--- src/rtl/sid_pkg.sv ---
// Shared SID audio types and I2S framing constants.
// Also holds the serializer bit-select helper used by the I2S transmitter.
package sid_pkg;

    typedef logic signed [19:0] s20_t;
    typedef logic signed [23:0] s24_t;

    localparam int unsigned I2S_SLOT_BITS = 32;
    localparam int unsigned I2S_DATA_BITS = 24;

    // Bit of the left-justified 24-bit word at slot position pos (1 = MSB); zero outside the data field.
    function automatic logic i2s_word_bit(input s20_t sample, input logic [4:0] pos);
        s24_t       word;
        logic [4:0] idx;
        word = {sample, 4'b0000};
        idx  = 5'(I2S_DATA_BITS) - pos;
        if ((pos != 5'd0) && (pos <= 5'(I2S_DATA_BITS))) begin
            return word[idx];
        end else begin
            return 1'b0;
        end
    endfunction

endpackage

--- src/rtl/sid_i2s_tx_if.sv ---
// Sample input, status control and I2S pin bundle of the SID I2S transmitter.
// master = sample source / pin observer, slave = the transmitter.
interface sid_i2s_tx_if
    import sid_pkg::*;
();
    logic audio_valid;
    s20_t audio_l;
    s20_t audio_r;
    logic status_clr;
    logic i2s_bclk;
    logic i2s_lrclk;
    logic i2s_sdata;
    logic frame_start;
    logic underrun;
    logic overrun;

    modport master (
        output audio_valid, audio_l, audio_r, status_clr,
        input  i2s_bclk, i2s_lrclk, i2s_sdata, frame_start, underrun, overrun
    );

    modport slave (
        input  audio_valid, audio_l, audio_r, status_clr,
        output i2s_bclk, i2s_lrclk, i2s_sdata, frame_start, underrun, overrun
    );
endinterface

--- src/rtl/sid_i2s_clkgen.sv ---
// BCLK divider and 64-bit frame position counter for the I2S transmitter.
// fe_o marks the cycle whose closing edge drops BCLK; bit_cnt_nxt_o is the position after it.
module sid_i2s_clkgen
    import sid_pkg::*;
#(
    parameter int unsigned BCLK_DIV = 4
) (
    input  logic       clk,
    input  logic       rst,
    output logic       bclk_o,
    output logic       fe_o,
    output logic       frame_load_o,
    output logic [5:0] bit_cnt_nxt_o
);
    localparam int unsigned DW       = (BCLK_DIV > 1) ? $clog2(BCLK_DIV) : 1;
    localparam logic [5:0]  LAST_BIT = 6'(2 * I2S_SLOT_BITS - 1);

    logic [DW-1:0] div_cnt_q, div_cnt_d;
    logic          bclk_q, bclk_d;
    logic [5:0]    bit_cnt_q, bit_cnt_d;
    logic          wrap_s;
    logic          fe_s;

    // Divider, BCLK and bit position registers.
    always_ff @(posedge clk) begin
        if (rst) begin
            div_cnt_q <= '0;
            bclk_q    <= 1'b0;
            bit_cnt_q <= LAST_BIT;
        end else begin
            div_cnt_q <= div_cnt_d;
            bclk_q    <= bclk_d;
            bit_cnt_q <= bit_cnt_d;
        end
    end

    // Next-state: BCLK toggles on divider wrap, bit position advances on each falling edge.
    always_comb begin
        wrap_s = (div_cnt_q == DW'(BCLK_DIV - 1));
        fe_s   = wrap_s && bclk_q;
        if (wrap_s) begin
            div_cnt_d = '0;
            bclk_d    = ~bclk_q;
        end else begin
            div_cnt_d = div_cnt_q + DW'(1);
            bclk_d    = bclk_q;
        end
        if (fe_s) begin
            bit_cnt_d = bit_cnt_q + 6'd1;
        end else begin
            bit_cnt_d = bit_cnt_q;
        end
    end

    assign bclk_o        = bclk_q;
    assign fe_o          = fe_s;
    assign frame_load_o  = fe_s && (bit_cnt_q == LAST_BIT);
    assign bit_cnt_nxt_o = bit_cnt_d;

endmodule

--- src/rtl/sid_i2s_tx.sv ---
// Philips I2S master transmitter for the two-SID stereo mix.
// Double-buffered: samples land in hold regs, frame regs feed the serializer for a whole frame.
module sid_i2s_tx
    import sid_pkg::*;
#(
    parameter int unsigned BCLK_DIV = 4
) (
    input  logic         clk,
    input  logic         rst,
    sid_i2s_tx_if.slave  bus
);
    logic       bclk_s;
    logic       fe_s;
    logic       frame_load_s;
    logic [5:0] bit_cnt_nxt_s;

    s20_t hold_l_q, hold_l_d, hold_r_q, hold_r_d;
    s20_t frame_l_q, frame_l_d, frame_r_q, frame_r_d;
    logic fresh_q, fresh_d;
    logic lrclk_q, lrclk_d;
    logic sdata_q, sdata_d;
    logic frame_start_q, frame_start_d;
    logic underrun_q, underrun_d;
    logic overrun_q, overrun_d;
    logic set_underrun_s;
    logic set_overrun_s;

    sid_i2s_clkgen #(
        .BCLK_DIV (BCLK_DIV)
    ) u_clkgen (
        .clk           (clk),
        .rst           (rst),
        .bclk_o        (bclk_s),
        .fe_o          (fe_s),
        .frame_load_o  (frame_load_s),
        .bit_cnt_nxt_o (bit_cnt_nxt_s)
    );

    // Capture, frame, serializer and status registers.
    always_ff @(posedge clk) begin
        if (rst) begin
            hold_l_q      <= '0;
            hold_r_q      <= '0;
            frame_l_q     <= '0;
            frame_r_q     <= '0;
            fresh_q       <= 1'b0;
            lrclk_q       <= 1'b0;
            sdata_q       <= 1'b0;
            frame_start_q <= 1'b0;
            underrun_q    <= 1'b0;
            overrun_q     <= 1'b0;
        end else begin
            hold_l_q      <= hold_l_d;
            hold_r_q      <= hold_r_d;
            frame_l_q     <= frame_l_d;
            frame_r_q     <= frame_r_d;
            fresh_q       <= fresh_d;
            lrclk_q       <= lrclk_d;
            sdata_q       <= sdata_d;
            frame_start_q <= frame_start_d;
            underrun_q    <= underrun_d;
            overrun_q     <= overrun_d;
        end
    end

    // Sample capture and frame load; a strobe in the load cycle bypasses straight into the frame.
    always_comb begin
        hold_l_d       = hold_l_q;
        hold_r_d       = hold_r_q;
        frame_l_d      = frame_l_q;
        frame_r_d      = frame_r_q;
        fresh_d        = fresh_q;
        set_underrun_s = 1'b0;
        set_overrun_s  = 1'b0;
        if (frame_load_s) begin
            fresh_d = 1'b0;
            if (bus.audio_valid) begin
                hold_l_d  = bus.audio_l;
                hold_r_d  = bus.audio_r;
                frame_l_d = bus.audio_l;
                frame_r_d = bus.audio_r;
            end else begin
                frame_l_d      = hold_l_q;
                frame_r_d      = hold_r_q;
                set_underrun_s = ~fresh_q;
            end
        end else if (bus.audio_valid) begin
            hold_l_d      = bus.audio_l;
            hold_r_d      = bus.audio_r;
            fresh_d       = 1'b1;
            set_overrun_s = fresh_q;
        end else begin
            fresh_d = fresh_q;
        end
        frame_start_d = frame_load_s;
        underrun_d    = set_underrun_s | (underrun_q & ~bus.status_clr);
        overrun_d     = set_overrun_s  | (overrun_q  & ~bus.status_clr);
    end

    // Word select and data bit update on each BCLK falling edge.
    always_comb begin
        if (fe_s) begin
            lrclk_d = bit_cnt_nxt_s[5];
            sdata_d = i2s_word_bit(bit_cnt_nxt_s[5] ? frame_r_q : frame_l_q, bit_cnt_nxt_s[4:0]);
        end else begin
            lrclk_d = lrclk_q;
            sdata_d = sdata_q;
        end
    end

    assign bus.i2s_bclk    = bclk_s;
    assign bus.i2s_lrclk   = lrclk_q;
    assign bus.i2s_sdata   = sdata_q;
    assign bus.frame_start = frame_start_q;
    assign bus.underrun    = underrun_q;
    assign bus.overrun     = overrun_q;

endmodule

--- src/flat_wrapper.sv ---
// flat-port wrapper written by rule: the top's interface ports become plain ports
module sid_i2s_tx_flat import sid_pkg::*;
#(
    parameter int unsigned BCLK_DIV = 4
)
  (clk, rst, bus_audio_valid, bus_audio_l, bus_audio_r, bus_status_clr, bus_i2s_bclk, bus_i2s_lrclk, bus_i2s_sdata, bus_frame_start, bus_underrun, bus_overrun);
  sid_i2s_tx_if bus_i ();
  input  logic clk;
  input  logic rst;
  input wire logic [$bits(bus_i.audio_valid)-1:0] bus_audio_valid;
  input wire logic [$bits(bus_i.audio_l)-1:0] bus_audio_l;
  input wire logic [$bits(bus_i.audio_r)-1:0] bus_audio_r;
  input wire logic [$bits(bus_i.status_clr)-1:0] bus_status_clr;
  output wire logic [$bits(bus_i.i2s_bclk)-1:0] bus_i2s_bclk;
  output wire logic [$bits(bus_i.i2s_lrclk)-1:0] bus_i2s_lrclk;
  output wire logic [$bits(bus_i.i2s_sdata)-1:0] bus_i2s_sdata;
  output wire logic [$bits(bus_i.frame_start)-1:0] bus_frame_start;
  output wire logic [$bits(bus_i.underrun)-1:0] bus_underrun;
  output wire logic [$bits(bus_i.overrun)-1:0] bus_overrun;
  assign bus_i.audio_valid = bus_audio_valid;
  assign bus_i.audio_l = bus_audio_l;
  assign bus_i.audio_r = bus_audio_r;
  assign bus_i.status_clr = bus_status_clr;
  assign bus_i2s_bclk = bus_i.i2s_bclk;
  assign bus_i2s_lrclk = bus_i.i2s_lrclk;
  assign bus_i2s_sdata = bus_i.i2s_sdata;
  assign bus_frame_start = bus_i.frame_start;
  assign bus_underrun = bus_i.underrun;
  assign bus_overrun = bus_i.overrun;
  sid_i2s_tx #(.BCLK_DIV(BCLK_DIV)) u_core (.clk(clk), .rst(rst), .bus(bus_i));
endmodule
--- config.mk ---
export PLATFORM = sky130hd
export DESIGN_NAME = sid_i2s_tx_flat
export DESIGN_NICKNAME = d
export VERILOG_FILES = /design/src/rtl/sid_pkg.sv /design/src/rtl/sid_i2s_tx_if.sv /design/src/rtl/sid_i2s_clkgen.sv /design/src/rtl/sid_i2s_tx.sv /design/src/flat_wrapper.sv
export SDC_FILE = /design/constraint.sdc
export NUM_CORES = 1
export LEC_CHECK = 0
export ABC_CLOCK_PERIOD_IN_PS = 4100
export BUFFER_PORTS_ARGS = -buffer_cell sky130_fd_sc_hd__clkbuf_2
export CAP_MARGIN = 20
export CORE_AREA = 3 3 92 94
export CTS_CLUSTER_DIAMETER = 100
export DETAILED_ROUTE_END_ITERATION = 8
export DIE_AREA = 0 0 95 97
export PLACE_DENSITY = 0.7
export SKIP_LAST_GASP = 1
export SYNTH_ARGS = -nofsm -noshare
export SYNTH_HDL_FRONTEND = slang
export SYNTH_SLANG_ARGS = --single-unit
export TNS_END_PERCENT = 50
--- constraint.sdc ---
create_clock -name clk -period 4.1 [get_ports clk]
set_clock_uncertainty 0.2 [all_clocks]
set_input_delay 0.205 -clock clk [delete_from_list [all_inputs] [get_ports clk]]
set_output_delay 0.205 -clock clk [all_outputs]
set_load 0.05 [all_outputs]
==> flow_summary.json <==
{
  "cts.clk_slew.worst_paths_ns": 0.09,
  "post_synth_fa_ha_maj_area_fraction_pct": 0.977,
  "fillCellCount": 679,
  "synth_xor_area_share_pct": 2.02,
  "coreArea_um2": 7730,
  "post_synth_mux_area_share_pct": 16.1,
  "timing.final.crit_period_ns": 3.40,
  "drc": 0,
  "vias": 2966,
  "power.net_switching_uw": 402,
  "design.final.nets": 520,
  "fp-row-count": 32,
  "cts.path.max_buffers": 2,
  "cts_buffers": 9,
  "clk_latency_ns": 0.35,
  "h-tree-depth": 3,
  "synthCells": 393,
  "dieArea_um2": 9220,
  "arrival_ns": 3.43,
  "grt_first_pass_wirelength_mm": 14.1,
  "power_per_cell_area_nw_per_um2": 366,
  "dpl_cell_area_um2": 4130,
  "dpl.hpwl_mm": 5.39,
  "finish.instance_area_um2": 4740,
  "clkSinkCount": 95,
  "worst_pin_slew_ns": 0.649,
  "intPower_mw": 1.33,
  "mappedNetlistNets": 440,
  "ir_drop_uv": 268,
  "clkPwrFrac_pct": 35.6,
  "max_slew_margin_pct": 56.7,
  "total_design_power_mw": 1.73,
  "root_buffer": "sky130_fd_sc_hd__clkbuf_8",
  "finalSetupViolCount": 0,
  "floorplan.initialDensity_pct": 49.7,
  "synth.cell_area_um2": 3840,
  "maximum_number_of_pins_on_one_net_before_global_route_repair": 55,
  "synth-seq-cells": 95,
  "postRouteAntennaNets": 0,
  "crit_share_post_route_pct": 82.9,
  "die_width_um": 95,
  "grt_pass1_vias": 2999,
  "outcome": "complete, no violations",
  "layout.cells.most_common_list": "95 x sky130_fd_sc_hd__dfxtp_1, 53 x sky130_fd_sc_hd__nand2_1, 50 x sky130_fd_sc_hd__mux2i_1, 49 x sky130_fd_sc_hd__clkbuf_2, 47 x sky130_fd_sc_hd__nor2_1",
  "setup.worst_path.class": "flip-flop to flip-flop",
  "power_leakage_nw": 2.08,
  "place.port_buffers": 49,
  "setup_tns_ns": 0,
  "synthesized_area_fraction_occupied_by_ao_oa_aoi_and_oai_cells_pct": 11.0,
  "cp_data_required_time_ns": 4.13,
  "maxClockFrequency_ghz": 0.294,
  "drt_wl_total_mm": 8.04,
  "sw_frac_of_total_pct": 23.2,
  "wl_per_cell_um": 13.9,
  "antenna_found_initial": 0,
  "drt_first_iter_violations": 122,
  "async_reset_ff_share_pct": 0,
  "ys.warnings.count": 0,
  "p_seq_share_pct": 55.5,
  "hold_viol": 0,
  "synth-seq-area-share_pct": 49.5,
  "final_common_cell": "sky130_fd_sc_hd__dfxtp_1",
  "synth_area_per_cell_um2": 9.77,
  "final_util_pct": 61.3,
  "layout-drive-gt1-share_pct": 17.2,
  "worstSetupEndpointType": "flip-flop",
  "start_kind": "flip-flop",
  "design.portCount": 50,
  "chipHeight_um": 97,
  "globalplace.congestion": 0.852,
  "drt_pre_antenna_iters": 4,
  "tritoncts": "built",
  "route.detailed.vias_per_inst": 5.11,
  "rsz0062_at_grt": "no",
  "dominant_combinational_cell_family_by_area_after_synthesis": "simple AND/OR/NAND/NOR gates",
  "synthSimpleGateAreaFrac_pct": 16.4,
  "fin_hold_ws_ns": 0.219,
  "gr-total-overflow": 0,
  "synth_enable_flop_cells": 0,
  "timing.final.max_slew_violations": 0,
  "timing.max_cap.violations": 0,
  "post_synth_num_cell_types": 56,
  "critPathMaxFanout": 9,
  "power.share.combinational_pct": 8.9,
  "postSynth.topFlopCell": "sky130_fd_sc_hd__dfxtp_1",
  "antennaDiodeCount": 0,
  "hp-class": "input pin to flip-flop",
  "growth_of_design_area_from_synthesis_to_finish_pct": 23.3,
  "grt_util_all_layers_pct": 19.2
}
## per-layer routing
| layer | routed length, um | global-route usage, % | up-vias |
|---|---|---|---|
| met2 | 3870 | 30.6 | 46 |
| met4 | 183 | 6.66 | 0 |
| met3 | 293 | 4.04 | 15 |
| li1 | - | - | 1518 |
| met5 | 0 | 0 | - |
| met1 | 3690 | 25.8 | 1387 |
## final cells by class
type,instances,area (um2),area share [%]
inverter,5,18.8,0.396
clock buffer,12,145,3.06
sequential,95,1900,40.1
clock inverter,4,52.6,1.11
multi-input combinational,268,1790,37.7
tap,102,128,2.69
timing repair buffer,94,706,14.9
## critical path, cell delays in order, from the launching register on
cell and delay, ns:
sky130_fd_sc_hd__dfxtp_1 0.34, sky130_fd_sc_hd__ha_1 0.36, sky130_fd_sc_hd__nand2_1 0.20, sky130_fd_sc_hd__xnor2_2 0.46, sky130_fd_sc_hd__inv_2 0.15, sky130_fd_sc_hd__ha_1 0.41
sky130_fd_sc_hd__or4_1 0.55, sky130_fd_sc_hd__o31ai_1 0.09, sky130_fd_sc_hd__a221oi_1 0.08, sky130_fd_sc_hd__o32ai_1 0.35, sky130_fd_sc_hd__o41ai_2 0.09
## repair_timing
item	in CTS	in global routing
hold buffers	41	0
buffers inserted	0	0
resized for setup	0	0
endpoints found under the hold margin	78	0
## synth_stat cells (4+ instances only)
library cell	number	area share [%]
sky130_fd_sc_hd__nor2_1	48	4.7
sky130_fd_sc_hd__xor2_1	4	0.91
sky130_fd_sc_hd__mux2i_1	50	13
sky130_fd_sc_hd__nand2b_1	9	1.5
sky130_fd_sc_hd__o31ai_1	4	0.78
sky130_fd_sc_hd__mux4_1	4	2.7
sky130_fd_sc_hd__inv_1	4	0.39
sky130_fd_sc_hd__clkbuf_1	19	1.9
sky130_fd_sc_hd__o21ai_0	41	5.3
sky130_fd_sc_hd__nand2_1	53	5.2
sky130_fd_sc_hd__dfxtp_1	95	50
## final timing paths
kind                                                              start                                       to  slack (ns)  cells after the start
worst max-delay path            u_core.u_clkgen.div_cnt_q[0]$_SDFF_PP0_        u_core.bus.i2s_sdata$_SDFFE_PP0P_        0.70                     10
worst min-delay path                                                rst           u_core.hold_l_q[19]$_SDFF_PP0_        0.22                      3
worst max register to register  u_core.u_clkgen.div_cnt_q[0]$_SDFF_PP0_        u_core.bus.i2s_sdata$_SDFFE_PP0P_        0.70                     10
worst min register to register  u_core.u_clkgen.div_cnt_q[0]$_SDFF_PP0_  u_core.u_clkgen.div_cnt_q[0]$_SDFF_PP0_        0.22                      1
## power by group through the flow
stage / clock network [mW] / logic [mW] / registers, mW
after global routing: 0.668 / 0.174 / 0.966
after CTS: 0.634 / 0.156 / 0.963
after detailed placement: 0 / 0.125 / 0.984
after global placement: 0 / 0.121 / 0.983
after floorplan: 0 / 0.0828 / 0.986
final: 0.617 / 0.155 / 0.963
## metrics by stage
stage	cells	setup WS [ns]
after floorplan	393	0.877
after global placement	522	0.901
after detailed placement	523	0.762
after CTS	580	0.735
after global routing	580	0.466
final	580	0.703
## kinds of logic (layout without fill, tap and decap cells)
logic type               count (synthesis)  after routing
multiplexers                            55             55
AND/OR/NAND/NOR                        135            135
adder cells (fa/ha/maj)                  3              3
flip-flops                              95             95
AO/OA/AOI/OAI                           67             67
XOR/XNOR                                 8              8
buffers and inverters                   30            115
## sequential cells by signal, summed over array words and instances, names as in the netlist
register                   count
u_core.hold_l_q               20
u_core.frame_r_q              20
u_core.bus.underrun            1
u_core.bus.overrun             1
u_core.u_clkgen.bclk_o         1
u_core.bus.i2s_lrclk           1
u_core.fresh_q                 1
u_core.frame_l_q              20
u_core.hold_r_q               20
u_core.u_clkgen.div_cnt_q      2
u_core.u_clkgen.bit_cnt_q      6
u_core.bus.frame_start         1
u_core.bus.i2s_sdata           1
Power figures use the tool's default switching activity.
